[src/rtl/usat_acc.sv]
// usat_acc: saturating unsigned frame accumulator with a hold-until-taken result handshake.
// Define USAT_ACC_RESIDUAL_EN to keep the saturating sum of excess above MAX on out_residual.
module usat_acc #(
  parameter int DATA_WIDTH = 8,
  parameter int FRAME_LEN  = 4
) (
  input  logic                  clk,
  input  logic                  rst_n,
  input  logic                  in_valid,
  output logic                  in_ready,
  input  logic [DATA_WIDTH-1:0] in_data,
  input  logic                  flush,
  output logic                  out_valid,
  input  logic                  out_ready,
  output logic [DATA_WIDTH-1:0] out_data,
  output logic [7:0]            out_count,
  output logic                  out_sat,
  output logic [DATA_WIDTH-1:0] out_residual
);
  typedef enum logic {ACCUM, HOLD} state_t;
  localparam logic [DATA_WIDTH-1:0] MAX = '1;
  localparam logic [7:0] LEN = 8'(FRAME_LEN);
  state_t state, state_nx;
  logic [DATA_WIDTH-1:0] acc, acc_nx;
  logic [DATA_WIDTH:0] sum;
  logic [7:0] count, count_nx;
  logic sat, accept, take;
  assign in_ready  = rst_n && state == ACCUM;
  assign out_valid = state == HOLD;
  assign out_data  = acc;
  assign out_count = count;
  assign out_sat   = sat;
  always_comb begin
    accept   = in_valid && in_ready;
    take     = out_valid && out_ready;
    sum      = {1'b0, acc} + {1'b0, in_data};
    acc_nx   = sum[DATA_WIDTH] ? MAX : sum[DATA_WIDTH-1:0];
    count_nx = count + 8'(accept);
    state_nx = state;
    if (state == ACCUM)
      state_nx = ((accept && count_nx == LEN) || (flush && count_nx != 8'd0)) ? HOLD : ACCUM;
    else
      state_nx = take ? ACCUM : HOLD;
  end
  always_ff @(posedge clk)
    state <= !rst_n ? ACCUM : state_nx;
  always_ff @(posedge clk) begin
    if (!rst_n || take) begin
      acc   <= '0;
      count <= '0;
      sat   <= 1'b0;
    end else if (accept) begin
      acc   <= acc_nx;
      count <= count_nx;
      sat   <= sat | sum[DATA_WIDTH];
    end
  end
`ifdef USAT_ACC_RESIDUAL_EN
  logic [DATA_WIDTH-1:0] residual, excess;
  logic [DATA_WIDTH:0] rsum;
  // sum - MAX equals the low bits plus one whenever the carry is set
  always_comb begin
    excess = sum[DATA_WIDTH-1:0] + DATA_WIDTH'(1);
    rsum   = {1'b0, residual} + {1'b0, excess};
  end
  always_ff @(posedge clk) begin
    if (!rst_n || take)
      residual <= '0;
    else if (accept && sum[DATA_WIDTH])
      residual <= rsum[DATA_WIDTH] ? MAX : rsum[DATA_WIDTH-1:0];
  end
  assign out_residual = residual;
`else
  assign out_residual = '0;
`endif
endmodule
[config.mk]
export PLATFORM = sky130hd
export DESIGN_NAME = usat_acc
export DESIGN_NICKNAME = d
export VERILOG_FILES = /design/src/rtl/usat_acc.sv
export SDC_FILE = /design/constraint.sdc
export NUM_CORES = 1
export LEC_CHECK = 0
export CORE_MARGIN = 5
export CORE_UTILIZATION = 40
export CTS_CLUSTER_DIAMETER = 150
export DETAILED_ROUTE_END_ITERATION = 8
export GPL_TIMING_DRIVEN = 0
export PLACE_DENSITY = 0.75
export SYNTH_ARGS = -nofsm -noshare
export SYNTH_HDL_FRONTEND = slang
export SYNTH_SLANG_ARGS = --single-unit
[constraint.sdc]
create_clock -name clk -period 2.4 [get_ports clk]
set_input_delay 0.24 -clock clk [delete_from_list [all_inputs] [get_ports clk]]
set_output_delay 0.24 -clock clk [all_outputs]
set_load 0.03 [all_outputs]
## After elaboration in Yosys (flattened, before gate mapping)

Index checks and enable logic that the tools add are counted.

| cells by class | value |
|---|---|
| add/subtract/negate cells | 2 |
| multiply operators | 0 |
| div/mod/pow operators | 0 |
| order comparisons | 0 |
| eq/ne operators | 1 |
| shifts and indexed selects | 0 |
| multiplexer cells | 4 |
| bitwise operators | 2 |
| reductions and logical operators | 9 |

Operators with widths:

| operator | count |
|---|---|
| $add 8x8->9 | 1 |
| $add 8x1->8 | 1 |
| $eq 8x3->1 const B | 1 |
| $mux 8 | 1 |
| $reduce_bool 8->1 | 1 |
| $logic_and 1x1->1 | 5 |
| $mux 1 | 3 |
| $logic_or 1x1->1 | 2 |
| $logic_not 1->1 | 1 |
| $not 1->1 | 1 |
| $or 1x1->1 | 1 |

| word-level totals | value |
|---|---|
| flip-flop bits (word level) | 18 |
| latch bits | 0 |
| RAM bits | 0 |
| memory bits (read-only) | 0 |
| output and inout port bits | 27 |
| logic and storage cells | 22 |
| memories kept | 0 |

## Logic depth before layout (Yosys ltp)

| depth | value |
|---|---|
| word-level depth | 9 |
| gate-level depth with buffers | 11 |
| mapped depth without buffers | 10 |

## Worst setup path before layout

Ideal clock, no wire load.

| timing path | value |
|---|---|
| path kind | register to register |
| start point | register state (netlist: out_valid) |
| end point | register state (netlist: out_valid) |
| library setup time | 75 ps |
| arrival | 2973 ps |
| data required time | 2325 ps |
| path slack | -649 ps |
| stages on the path, launching flop included | 12 |
| clock period less this slack | 3049 ps |
| cells stage by stage | dfxtp_1 nor2b_1 nand2_1 inv_1 clkbuf_1 ha_1 and2_2 and4_4 mux2i_1 o21a_1 or4_1 a31oi_1 |

| on the way | value |
|---|---|
| cells in the longest elaborated chain, start to end | 9 |
| elaborated cells on any way between the ends | 13 |

Ends and longest elaborated chain:

| element | RTL line | source |
|---|---|---|
| from (decl) | 23 | `state_t state, state_nx;` |
| from (signal assigned) | 46 | `state <= !rst_n ? ACCUM : state_nx;` |
| $not 1->1 (*) | -- |  |
| $logic_and 1x1->1 (*) | 28 | `assign in_ready = rst_n && state == ACCUM;` |
| net in_ready | 10 | `output logic in_ready,` |
| $logic_and 1x1->1 (*) | 34 | `accept = in_valid && in_ready;` |
| net accept | 27 | `logic sat, accept, take;` |
| $add 8x1->8 | 38 | `count_nx = count + 8'(accept);` |
| $eq 8x3->1 / $reduce_bool 8->1 (equally long branches) | 41 | `state_nx = ((accept && count_nx == LEN) \|\| (flush && count_nx != 8'd0)) ? HOLD : ACCUM;` |
| $logic_and 1x1->1 | 41 |  |
| $logic_or 1x1->1 (*) | 41 |  |
| $mux 1 (*) | 41 |  |
| $mux 1 (*) | 40 | `if (state == ACCUM)` |

Mark *: on every way through the listed nets, which the timed path passes. The rest lies on a longest branch.
A chain may end at the register's enable or synchronous reset.

## Worst setup path in the final report

| timing path | value |
|---|---|
| start point | input rst_n |
| end point | register state (netlist: out_valid) |

| on the way | value |
|---|---|
| cells in the longest elaborated chain, start to end | 8 |
| elaborated cells on any way between the ends | 10 |

Ends and longest elaborated chain:

| element | RTL line | source |
|---|---|---|
| from (decl) | 8 | `input logic rst_n,` |
| $logic_and 1x1->1 | 28 |  |
| $logic_and 1x1->1 | 34 |  |
| $add 8x1->8 | 38 |  |
| $eq 8x3->1 / $reduce_bool 8->1 (equally long branches) | 41 |  |
| $logic_and 1x1->1 | 41 |  |
| $logic_or 1x1->1 | 41 |  |
| $mux 1 | 41 |  |
| $mux 1 | 40 |  |

Several ways; a longest one is shown, not always the timed one.

==> flow_metrics.tcl <==
set metrics [dict create \
    status "finished clean" \
    io_pins 40 \
    dpl_cell_area_um2 1580 \
    num_rows 19 \
    synth_area_um2 1180 \
    htree_levels 1 \
    diodes 0 \
    use_met2 0.250 \
    fin_crit_sh 0.949 \
    power_frac_comb 0.383 \
    grt_usage 0.139 \
    die_w_um 64.2 \
    clk_pin_slew_ns 0.12 \
    leakagePower_nw 0.693 \
    vdd_drop_max_uv 414 \
    cts_made_buffers 3 \
    fin_nets 216 \
    drt_wl_total_um 2960 \
    grt_util_met3 0.0123 \
    critPathArrivalTime_ns 2.51 \
    die_y_um 64.2 \
    max_stage_delay_ns 0.49 \
    layout_common_cells "clkdlybuf4s50_1, nor2_1, dfxtp_1" \
    multi_input_area_um2 813 \
    drv_slew 0 \
    area_growth_pct 41.9 \
    drive_gt1_frac 0.141 \
    first_global_vias 1059 \
    grt_max_degree 11 \
    remaining_drc_errors 0 \
    vias 1198 \
    holdPathEnd "out_data[5]" \
    cp_max_fo 11 \
    clock_latency_ns 0.30 \
    rsz0062_at_grt "false" \
    min_from "out_data[5]" \
    grt_overflow_total 0 \
    critical_path_class "input pin to flip-flop" \
    intPower_mw 0.559 \
    hold_path_class "flip-flop to flip-flop" \
    start_util 0.423 \
    mostFrequentLayoutCell "clkdlybuf4s50_1" \
    reg2reg_depth 8 \
    power_frac_seq 0.390 \
    synth-seq-cells 18 \
    final_cell_count_no_fill 222 \
    antenna_found_initial 0 \
    fin_area_um2 1670 \
    setup_ws_ns 0.122 \
    post-route-min-period_ns 2.28 \
    power_switching_mw 0.312 \
    yosysWarnings 0 \
    fp.dieArea_um2 4120 \
    ys_seq_area_frac 0.306 \
    detail_route.vias_per_cell 5.40 \
    seqCellArea_um2 364 \
    finalSetupViolCount 0 \
    hold_depth 2 \
    fill_cells 249 \
    clock_power_share 0.227 \
    first_pass_iters 5 \
    drtIter0Drc 41 \
    postRouteAntennaNets 0 \
    pwr_density_cell_nw_per_um2 522 \
    critPathCaptureType "flip-flop" \
    cpMaxStageDelayCell "clkdlybuf4s50_1" \
    required_ns 2.63 \
    dp_hpwl_um 2190 \
    path_delay_family "simple AND/OR/NAND/NOR gates" \
    pre_cts_slack_ns -0.416 \
    cts_tree "built" \
    fin_util 0.600 \
    top_usage_layer "met2" \
    grt_first_pass_wirelength_um 4770 \
    synth.avg_cell_area_um2 7.95 \
    rr_endpoint "out_data[3]" \
    hold_viol 0 \
    gp_congestion 0.843 \
    clock_sinks 18 \
    synth.distinct_cells 33 \
    post_drt_wl_per_cell_um 13.3 \
    drv_cap 0 \
    crit_chain "clkdlybuf4s50_1 -> nor2b_4 -> nand2_4 -> inv_8 -> ha_4 -> and2_4 -> and4_4 -> mux2i_1 -> o21a_1 -> or4_1 -> a31oi_1" \
    sw_frac_of_total 0.358 \
    syn_inst 148 \
    reg2reg_from "out_data[0]" \
    cp-start-kind "input pin" \
    fmax_mhz 439 \
    skew_ns 0.0100 \
    core-area_um2 2780 \
    crit_buf_inv 2 \
    cts_buffer_depth 2 \
    rrSetupSlack_ns 0.16 \
    portBuffers 31 \
    cts_root_buf "clkbuf_4" \
    dp_cells 217 \
    met1_usage 0.172 \
]
layer usage:
layer	part of all wire	wire, um
met1	0.42	1250
met2	0.51	1500
met3	0.052	153
met4	0.018	53
met5	0	0
registers in the layout (all words and copies together), names as in the netlist:
name and cells:
out_sat 1, out_valid 1, out_count 8, out_data 8
area by class of cell:
cell class                      count  share of cell area
Tap cell                           31              0.0232
Inverter                            3              0.0112
Clock buffer                        4              0.0217
Timing Repair Buffer               33               0.195
Sequential cell                    18               0.218
Multi-Input combinational cell    122               0.487
Buffer                             11              0.0435
logic make-up after synthesis:
kind of cell             synth area share
AND/OR/NAND/NOR                     0.222
buffers and inverters              0.0745
flip-flops                          0.306
other                             0.00319
AO/OA/AOI/OAI                       0.179
multiplexers                       0.0170
XOR/XNOR                           0.0745
adder cells (fa/ha/maj)             0.123
worst min-delay path: cells and delay by family, from the launching register on:
kind / cells / cell delay (ns)
flops: 1 / 0.34
simple gates: 2 / 0.11
timing repair:
item                                    CTS  global route
hold buffers                              0             0
endpoints found under the setup margin    9             3
pin swaps                                 0             2
resized for setup                         5             5
setup buffers                             1             1
power groups by stage:
stage,logic (mW),registers [mW],clock network [mW]
after floorplan,0.175,0.386,0
after global placement,0.310,0.345,0
after detailed placement,0.317,0.346,0
after CTS,0.328,0.339,0.196
after global routing,0.361,0.343,0.206
final,0.334,0.339,0.198
how the worst max path moves through the flow:
stage | startpoint | slack (ns) | cells past startpoint | to
2_1_floorplan | out_valid | 0.01 | 11 | out_valid
3_3_place_gp | rst_n | -0.38 | 12 | out_valid
3_5_place_dp | rst_n | -0.42 | 12 | out_valid
4_1_cts | rst_n | 0.05 | 12 | out_valid
5_1_grt | rst_n | 0.004 | 11 | out_valid
6_report | rst_n | 0.12 | 11 | out_valid
Yosys cell counts:
cell | instances | area share
nor2_1 | 19 | 0.061
dfxtp_1 | 18 | 0.31
nand2_1 | 14 | 0.045
o21ai_0 | 11 | 0.047
ha_1 | 10 | 0.11
a21oi_1 | 9 | 0.038
buf_4 | 8 | 0.051
nand3_1 | 8 | 0.034
nor3_1 | 5 | 0.021
xnor2_1 | 5 | 0.037
xor2_1 | 5 | 0.037
a211oi_1 | 3 | 0.019
a31oi_1 | 3 | 0.016
clkbuf_1 | 3 | 0.0096
inv_1 | 3 | 0.0096
a21o_1 | 2 | 0.013
mux2i_1 | 2 | 0.017
nand4_1 | 2 | 0.011
nor2b_1 | 2 | 0.011
o21a_1 | 2 | 0.013
o31ai_1 | 2 | 0.013
a21boi_0 | 1 | 0.0064
a32oi_1 | 1 | 0.0074
and2_1 | 1 | 0.0053
and2_2 | 1 | 0.0064
and3b_1 | 1 | 0.0074
and4_4 | 1 | 0.0096
buf_2 | 1 | 0.0043
conb_1 | 1 | 0.0032
fa_1 | 1 | 0.017
nor4_1 | 1 | 0.0053
o21bai_1 | 1 | 0.0064
or4_1 | 1 | 0.0064
metrics by stage:
| step | setup TNS [ns] | hold WS, ns | power [mW] |
|---|---|---|---|
| 2_1_floorplan | 0 | 0.402 | 0.562 |
| 3_3_place_gp | -2.67 | 0.460 | 0.654 |
| 3_5_place_dp | -3.44 | 0.468 | 0.663 |
| 4_1_cts | 0 | 0.482 | 0.864 |
| 5_1_grt | 0 | 0.514 | 0.910 |
| 6_report | 0 | 0.487 | 0.871 |
(Power assumes the default switching activity.)
